--- src/rtl/ex_muldiv.sv ---
// Iterative EX-stage multiply/divide unit owning HI/LO (MULTU/DIVU, MTHI/MTLO, MFHI/MFLO).
// Define MULDIV_SIGNED_EN to also accept signed MULT/DIV on the same unsigned datapath.
module ex_muldiv #(
    parameter int unsigned XLEN = 32
) (
    input  logic            clk,
    input  logic            rst,
    input  logic            op_valid,
    input  logic [5:0]      funct,
    input  logic [XLEN-1:0] src_a,
    input  logic [XLEN-1:0] src_b,
    output logic            stall,
    output logic [XLEN-1:0] hi,
    output logic [XLEN-1:0] lo,
    output logic [XLEN-1:0] mf_result,
    output logic            mf_sel
);

    localparam int unsigned CW = $clog2(XLEN);

    localparam logic [5:0] F_MFHI  = 6'h10;
    localparam logic [5:0] F_MTHI  = 6'h11;
    localparam logic [5:0] F_MFLO  = 6'h12;
    localparam logic [5:0] F_MTLO  = 6'h13;
    localparam logic [5:0] F_MULT  = 6'h18;
    localparam logic [5:0] F_MULTU = 6'h19;
    localparam logic [5:0] F_DIV   = 6'h1A;
    localparam logic [5:0] F_DIVU  = 6'h1B;

    typedef enum logic [1:0] {S_IDLE, S_MUL, S_DIV, S_DONE} state_t;

    state_t              state;
    state_t              state_nxt;
    logic [CW-1:0]       count;
    logic [2*XLEN-1:0]   acc;
    logic [XLEN-1:0]     opnd;
    logic                is_signed;
    logic                is_mul;
    logic                is_div;
    logic                start_cond;
    logic                last;
    logic [XLEN-1:0]     a_mag;
    logic [XLEN-1:0]     b_mag;
    logic [XLEN:0]       mul_sum;
    logic [2*XLEN-1:0]   mul_nxt;
    logic [XLEN:0]       div_diff;
    logic                div_ok;
    logic [2*XLEN-1:0]   div_nxt;
    logic [XLEN-1:0]     res_hi;
    logic [XLEN-1:0]     res_lo;

`ifdef MULDIV_SIGNED_EN
    logic neg_res;
    logic neg_rem;
    assign is_signed = (funct == F_MULT) || (funct == F_DIV);
    assign a_mag     = (is_signed && src_a[XLEN-1]) ? -src_a : src_a;
    assign b_mag     = (is_signed && src_b[XLEN-1]) ? -src_b : src_b;
`else
    assign is_signed = 1'b0;
    assign a_mag     = src_a;
    assign b_mag     = src_b;
`endif

    assign is_mul     = (funct == F_MULTU) || (is_signed && funct == F_MULT);
    assign is_div     = (funct == F_DIVU)  || (is_signed && funct == F_DIV);
    assign start_cond = op_valid && (state == S_IDLE) && (is_mul || is_div);
    assign last       = (count == CW'(XLEN - 1));

    // State register
    always_ff @(posedge clk) begin
        if (rst) state <= S_IDLE;
        else     state <= state_nxt;
    end

    // Next-state logic
    always_comb begin
        state_nxt = state;
        case (state)
            S_IDLE:  if (start_cond) state_nxt = is_mul ? S_MUL : S_DIV;
            S_MUL:   if (last) state_nxt = S_DONE;
            S_DIV:   if (last) state_nxt = S_DONE;
            S_DONE:  state_nxt = S_IDLE;
            default: state_nxt = S_IDLE;
        endcase
    end

    // Outputs: stall covers the accept cycle plus every iteration; DONE releases the pipe
    always_comb begin
        stall     = start_cond || (state == S_MUL) || (state == S_DIV);
        mf_sel    = op_valid && ((funct == F_MFHI) || (funct == F_MFLO));
        mf_result = '0;
        if (funct == F_MFHI) mf_result = hi;
        if (funct == F_MFLO) mf_result = lo;
    end

    // Shift-add multiply step: acc = {partial product, remaining multiplier bits}
    assign mul_sum = {1'b0, acc[2*XLEN-1:XLEN]} + (acc[0] ? {1'b0, opnd} : '0);
    assign mul_nxt = {mul_sum, acc[XLEN-1:1]};

    // Restoring divide step: acc = {remainder, dividend bits / quotient bits}
    assign div_diff = acc[2*XLEN-1:XLEN-1] - {1'b0, opnd};
    assign div_ok   = ~div_diff[XLEN];
    assign div_nxt  = {div_ok ? div_diff[XLEN-1:0] : acc[2*XLEN-2:XLEN-1],
                       acc[XLEN-2:0], div_ok};

    // Final HI/LO values, sign-corrected for signed operations
    always_comb begin
        res_hi = (state == S_MUL) ? mul_nxt[2*XLEN-1:XLEN] : div_nxt[2*XLEN-1:XLEN];
        res_lo = (state == S_MUL) ? mul_nxt[XLEN-1:0]      : div_nxt[XLEN-1:0];
`ifdef MULDIV_SIGNED_EN
        if (state == S_MUL) begin
            if (neg_res) {res_hi, res_lo} = -mul_nxt;
        end else begin
            if (neg_res) res_lo = -div_nxt[XLEN-1:0];
            if (neg_rem) res_hi = -div_nxt[2*XLEN-1:XLEN];
        end
`endif
    end

    // Datapath and architectural HI/LO
    always_ff @(posedge clk) begin
        if (rst) begin
            count <= '0;
            acc   <= '0;
            opnd  <= '0;
            hi    <= '0;
            lo    <= '0;
`ifdef MULDIV_SIGNED_EN
            neg_res <= 1'b0;
            neg_rem <= 1'b0;
`endif
        end else begin
            if (op_valid && state == S_IDLE) begin
                if (funct == F_MTHI) hi <= src_a;
                if (funct == F_MTLO) lo <= src_a;
            end
            if (start_cond) begin
                count <= '0;
                if (is_mul) begin
                    acc  <= {XLEN'(0), b_mag};
                    opnd <= a_mag;
                end else begin
                    acc  <= {XLEN'(0), a_mag};
                    opnd <= b_mag;
                end
`ifdef MULDIV_SIGNED_EN
                neg_res <= is_signed && (src_a[XLEN-1] ^ src_b[XLEN-1]);
                neg_rem <= is_signed && src_a[XLEN-1];
`endif
            end
            if (state == S_MUL || state == S_DIV) begin
                acc   <= (state == S_MUL) ? mul_nxt : div_nxt;
                count <= count + CW'(1);
                if (last) begin
                    hi <= res_hi;
                    lo <= res_lo;
                end
            end
        end
    end

endmodule

--- config.mk ---
export PLATFORM = sky130hd
export DESIGN_NAME = ex_muldiv
export DESIGN_NICKNAME = d
export VERILOG_FILES = /design/src/rtl/ex_muldiv.sv
export SDC_FILE = /design/constraint.sdc
export NUM_CORES = 1
export LEC_CHECK = 0
export ABC_AREA = 1
export BUFFER_PORTS_ARGS = -buffer_cell sky130_fd_sc_hd__buf_2
export CAP_MARGIN = 20
export CORE_AREA = 3 3 161 163
export DETAILED_ROUTE_END_ITERATION = 7
export DIE_AREA = 0 0 164 166
export MAX_ROUTING_LAYER = met4
export PLACE_DENSITY = 0.82
export REMOVE_ABC_BUFFERS = 1
export SLEW_MARGIN = 40
export SYNTH_ARGS = -nofsm -noshare
export SYNTH_HDL_FRONTEND = slang
export SYNTH_SLANG_ARGS = --single-unit
--- constraint.sdc ---
create_clock -name clk -period 3.55 [get_ports clk]
set_clock_uncertainty 0.2 [all_clocks]
set_input_delay 0.71 -clock clk [delete_from_list [all_inputs] [get_ports clk]]
set_output_delay 0.71 -clock clk [all_outputs]
set_load 0.02 [all_outputs]
## After elaboration in Yosys (flattened, before gate mapping)

Index checks and enable logic that the tools add are counted.

- Flip-flop bits (word level): 167
- Input bits: 73
- Output and inout port bits: 98
- Logic and storage cells: 59

- Add/sub/neg operators: 3
- Equality and inequality tests: 12
- Muxes and demuxes: 25
- Bitwise gates (word level): 1
- Reductions and logical operators: 12

Operators with widths:

| operator | count |
|---|---|
| $mux 32 | 16 |
| $mux 64 | 3 |
| $eq 6x5->1 const B | 6 |
| $add 32x32->33 | 1 |
| $sub 33x32->33 | 1 |
| $mux 5 | 2 |
| $mux 2 | 3 |
| $pmux 2 s3 | 1 |
| $add 5x1->5 const B | 1 |
| $eq 5x5->1 const B | 1 |
| $logic_or 1x1->1 | 5 |
| $eq 2x2->1 const B | 2 |
| $logic_and 1x1->1 | 3 |
| $eq 2x1->1 const B | 1 |
| $logic_not 2->1 | 1 |
| $ne 2x1->1 const B | 1 |
| $ne 2x2->1 const B | 1 |
| $reduce_and 2->1 | 1 |
| $reduce_bool 2->1 | 1 |
| $reduce_or 2->1 | 1 |
| $not 1->1 | 1 |

## Logic depth before layout (Yosys ltp)

Gate-level depths: netlist (run 1).

- Depth after elaboration: 5
- Gate-level depth with buffers: 21
- Mapped depth without buffers: 20

## Worst setup path before layout (run 1)

Ideal clock, no wire load.

- Path kind: in2out
- From: input funct[4]
- To: output stall
- Arrival: 1.919 ns
- Data required time: 2.640 ns
- Setup slack: 0.721 ns
- Cell stages on the path: 8
- Buffers on the path: 2
- Cells stage by stage: inv_1 -> nor2_2 -> nand3_2 -> nor3_4 -> inv_2 -> clkbuf_1 -> clkbuf_1 -> nand2_1

- Longest elaborated chain between the ends: 5
- Elaborated cells between the ends (all ways): 6
- Those cells by class: eq/ne (2); reduce/logical (4)

Ends and longest elaborated chain:

| item | RTL line | text |
|---|---|---|
| start: declaration | 9 | `input logic [5:0] funct,` |
| $eq 6x5->1, on equally long branches | 64, 65 |  |
| $logic_or 1x1->1 (*) | 66 | `assign start_cond = op_valid && (state == S_IDLE) && (is_mul \|\| is_div);` |
| $logic_and 1x1->1 (*) | 66 |  |
| $logic_or 1x1->1 (*) (2 in series) | 89 | `stall = start_cond \|\| (state == S_MUL) \|\| (state == S_DIV);` |
| end: declaration | 12 | `output logic stall,` |

Every way passes the cells marked *; elsewhere a longest branch is shown, timed or not.

## Final worst setup path (run 1)

- From: register acc[0]
- To: register hi[18]

- Longest elaborated chain between the ends: 5

Ends and longest elaborated chain:

| item | RTL line | text |
|---|---|---|
| start: declaration | 35 | `logic [2*XLEN-1:0] acc;` |
| start signal: assignment | 140 | `acc <= {XLEN'(0), b_mag};` |
| start signal: assignment | 143 | `acc <= {XLEN'(0), a_mag};` |
| start signal: assignment | 152 | `acc <= (state == S_MUL) ? mul_nxt : div_nxt;` |
| $mux 32 | 97 | `assign mul_sum = {1'b0, acc[2*XLEN-1:XLEN]} + (acc[0] ? {1'b0, opnd} : '0);` |
| $add 32x32->33 | 97 |  |
| $mux 32 | 108 | `res_hi = (state == S_MUL) ? mul_nxt[2*XLEN-1:XLEN] : div_nxt[2*XLEN-1:XLEN];` |
| $mux 32 | 154 | `if (last) begin` |
| $mux 32 | 151 | `if (state == S_MUL \|\| state == S_DIV) begin` |
| end signal: assignment | 134 | `if (funct == F_MTHI) hi <= src_a;` |
| end signal: assignment | 155 | `hi <= res_hi;` |
| end: declaration | 13 | `output logic [XLEN-1:0] hi,` |

Every way passes these cells.
A chain may end at the register's enable or synchronous reset.

==> flow_summary.json, run 1 <==
{
  "netlist.area_leader.share_pct": 24.02,
  "die_height_microns": 166,
  "grt_max_degree": 123,
  "ys.flop_type": "dfxtp_1",
  "power_frac_comb_pct": 60.5,
  "synthCells": 2391,
  "antenna_found_initial": 1,
  "power.static_leakage_uw": 0.008183,
  "synth.top_cells.by_area": "dfxtp_1 24%, nand2_1 20%, inv_1 11%",
  "setup_ws_ns": 0.3283,
  "internal_power_uw": 4592,
  "worst_slew_margin_rel_pct": 48.05,
  "hold_violations": 0,
  "cts.root.buffer_cell": "clkbuf_16",
  "total_switching_power_uw": 5431,
  "edff_count_synth": 0,
  "cts.repair_timing.setup_buffer_count": 0,
  "layout.cell_area.non_filler_sq_mm": 0.01565,
  "io_buffers": 170,
  "crit_path_max_fanout": 22,
  "synth_async_sr_flop_share_pct": 0,
  "global_route_wire_length_before_repair_microns": 83880,
  "number_of_synthesized_register_bits": 167,
  "hold_path.class": "flop to flop",
  "place_area_sq_mm": 0.01508,
  "grt_setup_unrepaired": "false",
  "routabilityCongestion": 1.064,
  "cts.htree.levels": 4,
  "tightestPinTransition_ns": 0.7769,
  "clk_pin_slew_ns": 0.07,
  "failed_checks": "DRC",
  "grt_util_all_layers_pct": 40.14,
  "yosys_warnings": 0,
  "num_io_pins": 171,
  "crit_path_launch_type": "flop",
  "timing.fmax_mhz": 310.4,
  "clockBufferDepth": 2,
  "share_of_the_yosys_chip_area_belonging_to_registers_pct": 24.02,
  "cp-startpoint": "acc[0]$_SDFFE_PP0P_",
  "vias": 16500,
  "worst_hold_startpoint": "count[4]$_SDFFE_PP0P_",
  "clkLatencyLatePin_ns": 0.44,
  "grt_pass1_vias": 15300,
  "seq_power_share_pct": 21.0,
  "initial_core_util_pct": 56.89,
  "placement_rows": 57,
  "route.antenna.remaining_nets": 0,
  "worstReg2RegStart": "acc[0]$_SDFFE_PP0P_",
  "worst_ir_drop_vdd_mv": 0.6458,
  "synth_top_area_cell": "dfxtp_1",
  "place_worst_setup_slack_ns": 0.4267,
  "synthesis_to_finish_area_growth_pct": 12.43,
  "final_util_pct": 63.96,
  "pwr_density_cell_mw_per_mm2": 640.6,
  "final-setup-viol-count": 0,
  "critPathArrivalTime_ns": 3.34,
  "cts_hold_buffers": 0,
  "fin_crit_ns": 3.222,
  "routedWlPerCell_microns": 19.08,
  "cts_resized": 0,
  "final_min_period_over_clock_period_pct": 90.75,
  "hold_slack_ns": 0.2734,
  "report.power.total_uw": 10020,
  "critPathCaptureType": "flop",
  "drc": 1,
  "dieWidth_microns": 164,
  "global_route.overflow_total": 0,
  "cap_violations": 0,
  "ff2ff_setup_slack_ns": 0.33,
  "vias_per_cell": 5.781,
  "final_nets": 2661,
  "mapped_area_sq_mm": 0.01392,
  "pwr-share-clk_pct": 18.5,
  "routed_wirelength_microns": 54450,
  "drtIter0Drc": 2084,
  "clock-sinks": 167,
  "netlist-cell-type-count": 46,
  "core_area_sq_mm": 0.02446,
  "synth.avg_cell_area_sq_um": 5.821,
  "outcome": "finished, violations left",
  "required_time_of_the_critical_path_ns": 3.67,
  "slew_violations": 0,
  "design.die.area_sq_mm": 0.02722,
  "switching_share_pct": 54.18,
  "num-fill-cells": 2407,
  "hpwl_microns": 41740,
  "drt_first_pass_iters": 8,
  "cts_tree": "yes",
  "critical_path_class": "flop to flop",
  "drive_gt1_share_pct": 12.10,
  "tritoncts.num_buffers": 17
}
-- cells in the final DEF, fill, tap and decap left out, drive strengths merged, types with 10 or more instances in the layout --
cell and instances:
a21oi 270, a31oi 30, buf 215, clkbuf 18, dfxtp 167, ha 70
inv 422, nand2 762, nand3 108, nand3b 10, nor2 108, nor3 14
o211ai 27, o21ai 192, o22ai 32, xor2 13
-- power groups by stage --
stage,clock (uW),sequential (uW),combinational [uW]
floorplan,0,2120,3860
global placement,0,2140,5790
detailed placement,0,2140,5870
CTS,1850,2090,5910
global route,1930,2110,6690
finish,1860,2100,6060
-- metal layers --
layer	global-route usage, %	vias to the layer above	share of wire, %
met2	59.53	1033	43
met4	11.00	0	2.7
met5	-	-	0
met1	56.25	7435	42
met3	7.059	129	12
li1	-	7902	-
-- worst max-delay path, cell delays in order (launching register included) --
cell and delay [ns]:
dfxtp_1 0.38, buf_4 0.31, nand2_1 0.09, inv_1 0.06
ha_1 0.28, a21oi_1 0.28, o21ai_0 0.23, a21oi_1 0.31
nand3_1 0.16, o21ai_0 0.41, nand2_1 0.18, o21ai_1 0.15
inv_1 0.05
-- cell families (layout without fill, tap and decap cells) --
logic type	Yosys count	in the layout	synth area share, %
AO/OA/AOI/OAI	585	585	23.25
XOR/XNOR	16	16	1.007
other	0	1	0
buffers and inverters	525	663	14.72
AND/OR/NAND/NOR	1026	1026	30.42
adder cells (fa/ha/maj)	72	72	6.581
flip-flops	167	167	24.02
-- area by class of cell --
cell class	count	area (sq um)	share of cell area (%)
repair buffers	215	1229	7.853
clock buffers	18	429.2	2.743
flip-flops and latches	167	3343	21.37
multi-input cells	1699	8543	54.60
well taps	324	405.4	2.591
diodes	1	2.502	0.01599
clock inverters	14	131.4	0.8397
inverters	416	1563	9.988
-- Yosys cell counts, types with 9 or more instances --
| cell | instances |
|---|---|
| a31oi_1 | 30 |
| xor2_1 | 13 |
| o21ai_1 | 29 |
| o22ai_1 | 32 |
| nor3_1 | 12 |
| inv_2 | 10 |
| o21ai_0 | 163 |
| a21oi_1 | 256 |
| nand3_1 | 106 |
| nand2_1 | 745 |
| buf_2 | 17 |
| o211ai_1 | 27 |
| nand4_1 | 9 |
| nand3b_1 | 10 |
| ha_1 | 70 |
| dfxtp_1 | 167 |
| inv_1 | 404 |
| nand2_2 | 12 |
| nor2_1 | 103 |
| a21oi_2 | 13 |
| clkbuf_1 | 77 |
| a21o_1 | 9 |
-- flip-flops by register name, indices dropped and copies added (netlist names) --
register,cells
acc,64
count,5
hi,32
lo,32
opnd,32
state,2
-- metrics by stage --
step / setup TNS, ns / instances
5_1_grt: 0 / 2854
4_1_cts: 0 / 2853
2_1_floorplan: -113.19 / 2282
3_5_place_dp: 0 / 2821
3_3_place_gp: 0 / 2821
6_report: 0 / 2854
-- path summary, 6_finish.rpt --
check / to / cells after the start
max reg2reg: hi[18]$_SDFF_PP0_ / 12
min reg2reg: count[4]$_SDFFE_PP0P_ / 2
max: hi[18]$_SDFF_PP0_ / 12
min: count[4]$_SDFFE_PP0P_ / 2
No activity file was read; power rests on OpenSTA's default activity.
==> run 2: changes to the inputs <==
Settings changed: CORE_AREA 3 3 161 163 to 3 3 191 193, CTS_CLUSTER_SIZE from default to 25, DIE_AREA 0 0 164 166 to 0 0 194 196, PLACE_DENSITY 0.82 to 0.63.
==> run 2 against run 1 <==
- the run now ends clean
- count of clock-buffer cells in the layout is 2 higher
- first-iteration DRC count fell by 24%
- global-route usage is 11 points lower
- non-clock buffer count decreased by 10
- hold slack improved by 0.0099 ns
- sequential share of layout area decreased by 0.19 points
- final cell count up 4.2%
- wire length rose by 0.44%
- die area grew 40%
- critical path type unchanged
==> flow_summary.json, run 2 (synthesis results as in run 1) <==
{
  "critPathArrivalTime_ns": 3.26,
  "antenna_cells": 0,
  "worst_ir_drop_vdd_mv": 0.5489,
  "die_height_microns": 196,
  "placed_cells_incl_taps": 2942,
  "core_area_sq_mm": 0.03471,
  "initial_core_util_pct": 40.09,
  "vias": 15990,
  "antenna_found_initial": 0,
  "hold_path.class": "flop to flop",
  "cp.buffers_inverters": 5,
  "slew_violations": 0,
  "setup_tns_ns": 0,
  "dieWidth_microns": 194,
  "final_util_pct": 45.47,
  "num_io_pins": 171,
  "grt_setup_unrepaired": "false",
  "critical_path_class": "flop to flop",
  "cts_tree": "yes",
  "global_route_wire_length_before_repair_microns": 84370,
  "cts.repair_timing.setup_buffer_count": 0,
  "final_cell_mix": "744 x nand2_1, 403 x inv_1, 256 x a21oi_1",
  "cpPeakStageDelay_ns": 0.36,
  "drt_first_pass_iters": 5,
  "cap_violations": 0,
  "largest_register_ff_count": 64,
  "timing.fmax_mhz": 319.8,
  "io_buffers": 170,
  "cts.htree.levels": 4,
  "clkLatencyLatePin_ns": 0.44,
  "outcome": "completed",
  "cp_cell_sequence": "buf_4 -> buf_4 -> nand2_1 -> inv_1 -> ha_1 -> a21oi_1 -> o21ai_0 -> a21oi_1 -> nand3_1 -> o21ai_0 -> inv_1 -> nand2_1 -> nand2_1 -> o21ai_1 -> inv_1",
  "required_time_of_the_critical_path_ns": 3.69,
  "placement_rows": 68,
  "route.antenna.remaining_nets": 0,
  "final-setup-viol-count": 0,
  "clockBufferDepth": 2,
  "clk_pin_slew_ns": 0.07,
  "power.static_leakage_uw": 0.008155,
  "routed_wirelength_microns": 54690,
  "cts.root.buffer_cell": "clkbuf_16",
  "drive_gt1_share_pct": 11.79,
  "critPathCaptureType": "flop",
  "ff2ff_setup_slack_ns": 0.42,
  "worst_slew_margin_rel_pct": 44.88,
  "mostFrequentLayoutCell": "nand2_1",
  "clock-sinks": 167,
  "crit_path_max_fanout": 21,
  "critical_path.slowest_cell": "dfxtp_1",
  "global_route.overflow_total": 0,
  "pwr_density_cell_mw_per_mm2": 635.6,
  "routabilityCongestion": 0.9859,
  "hpwl_microns": 42010,
  "setup_ws_ns": 0.4226,
  "total_switching_power_uw": 5296,
  "grt_util_all_layers_pct": 28.73,
  "switching_share_pct": 52.79,
  "grt_pass1_vias": 14810,
  "drc": 0,
  "seq_power_share_pct": 21.2,
  "fin_crit_ns": 3.127,
  "pwr-share-clk_pct": 19.3,
  "vias_per_cell": 5.378,
  "internal_power_uw": 4736,
  "critical-path-top-delay-family": "compound AO/OA/AOI/OAI gates",
  "tightestPinTransition_ns": 0.8268,
  "cts_resized": 0,
  "grt_max_degree": 86,
  "design.die.area_sq_mm": 0.03802,
  "final_min_period_over_clock_period_pct": 88.10,
  "power_frac_comb_pct": 59.6,
  "synthesis_to_finish_area_growth_pct": 13.41,
  "hold_violations": 0,
  "drtIter0Drc": 1577,
  "finalNonFillerCells": 2974,
  "top_register": "acc",
  "routedWlPerCell_microns": 18.39,
  "crit_path_launch_type": "flop",
  "final_nets": 2651,
  "place_worst_setup_slack_ns": 0.4979,
  "tritoncts.num_buffers": 17,
  "cts_hold_buffers": 0
}
-- run 2: worst register-to-register path: cells and delay by family (launching register included) --
| kind | cells | cell delay, ns |
|---|---|---|
| buffers and inverters | 5 | 0.74 |
| adders and majority gates | 1 | 0.29 |
| and+or+nand+nor | 4 | 0.42 |
| AOI/OAI and AO/OA | 5 | 1.02 |
| DFF | 1 | 0.36 |
-- run 2: metal layers --
metal | vias to the layer above | global-route usage [%] | share of wire (%)
met5 | - | - | 0
li1 | 7889 | - | -
met3 | 70 | 2.713 | 8.3
met1 | 7350 | 42.58 | 48
met4 | 0 | 6.702 | 2.0
met2 | 684 | 42.19 | 42
-- run 2: worst paths after layout --
| kind | start | endpoint | cells past startpoint |
|---|---|---|---|
| worst max-delay path | acc[0]$_SDFFE_PP0P_ | hi[19]$_SDFF_PP0_ | 15 |
| worst min-delay path | count[4]$_SDFFE_PP0P_ | count[4]$_SDFFE_PP0P_ | 2 |
| worst max register to register | acc[0]$_SDFFE_PP0P_ | hi[19]$_SDFF_PP0_ | 15 |
| worst min register to register | count[4]$_SDFFE_PP0P_ | count[4]$_SDFFE_PP0P_ | 2 |
-- run 2: final cells by class --
class,instances,area (sq um)
fill,3897,18930
multi-input combinational,1699,8546
sequential,167,3343
inverter,416,1564
timing repair buffer,205,1166
tap,455,569.3
clock buffer,20,456.7
clock inverter,12,138.9
-- run 2: per-stage QoR --
stage               cell area [sq um]  total power, uW  hold WS, ns
floorplan                       13430             5971       0.2392
global placement                15190             8019       0.2545
detailed placement              15190             8057       0.2693
CTS                             15780            10010       0.2774
global route                    15780            10830       0.3005
finish                          15780            10030       0.2832
-- run 2: power groups by stage --
stage	combinational (uW)	clock [uW]	sequential, uW
2_1_floorplan	3860	0	2120
3_3_place_gp	5860	0	2160
3_5_place_dp	5900	0	2160
4_1_cts	5930	1960	2120
5_1_grt	6660	2030	2130
6_report	5970	1940	2120
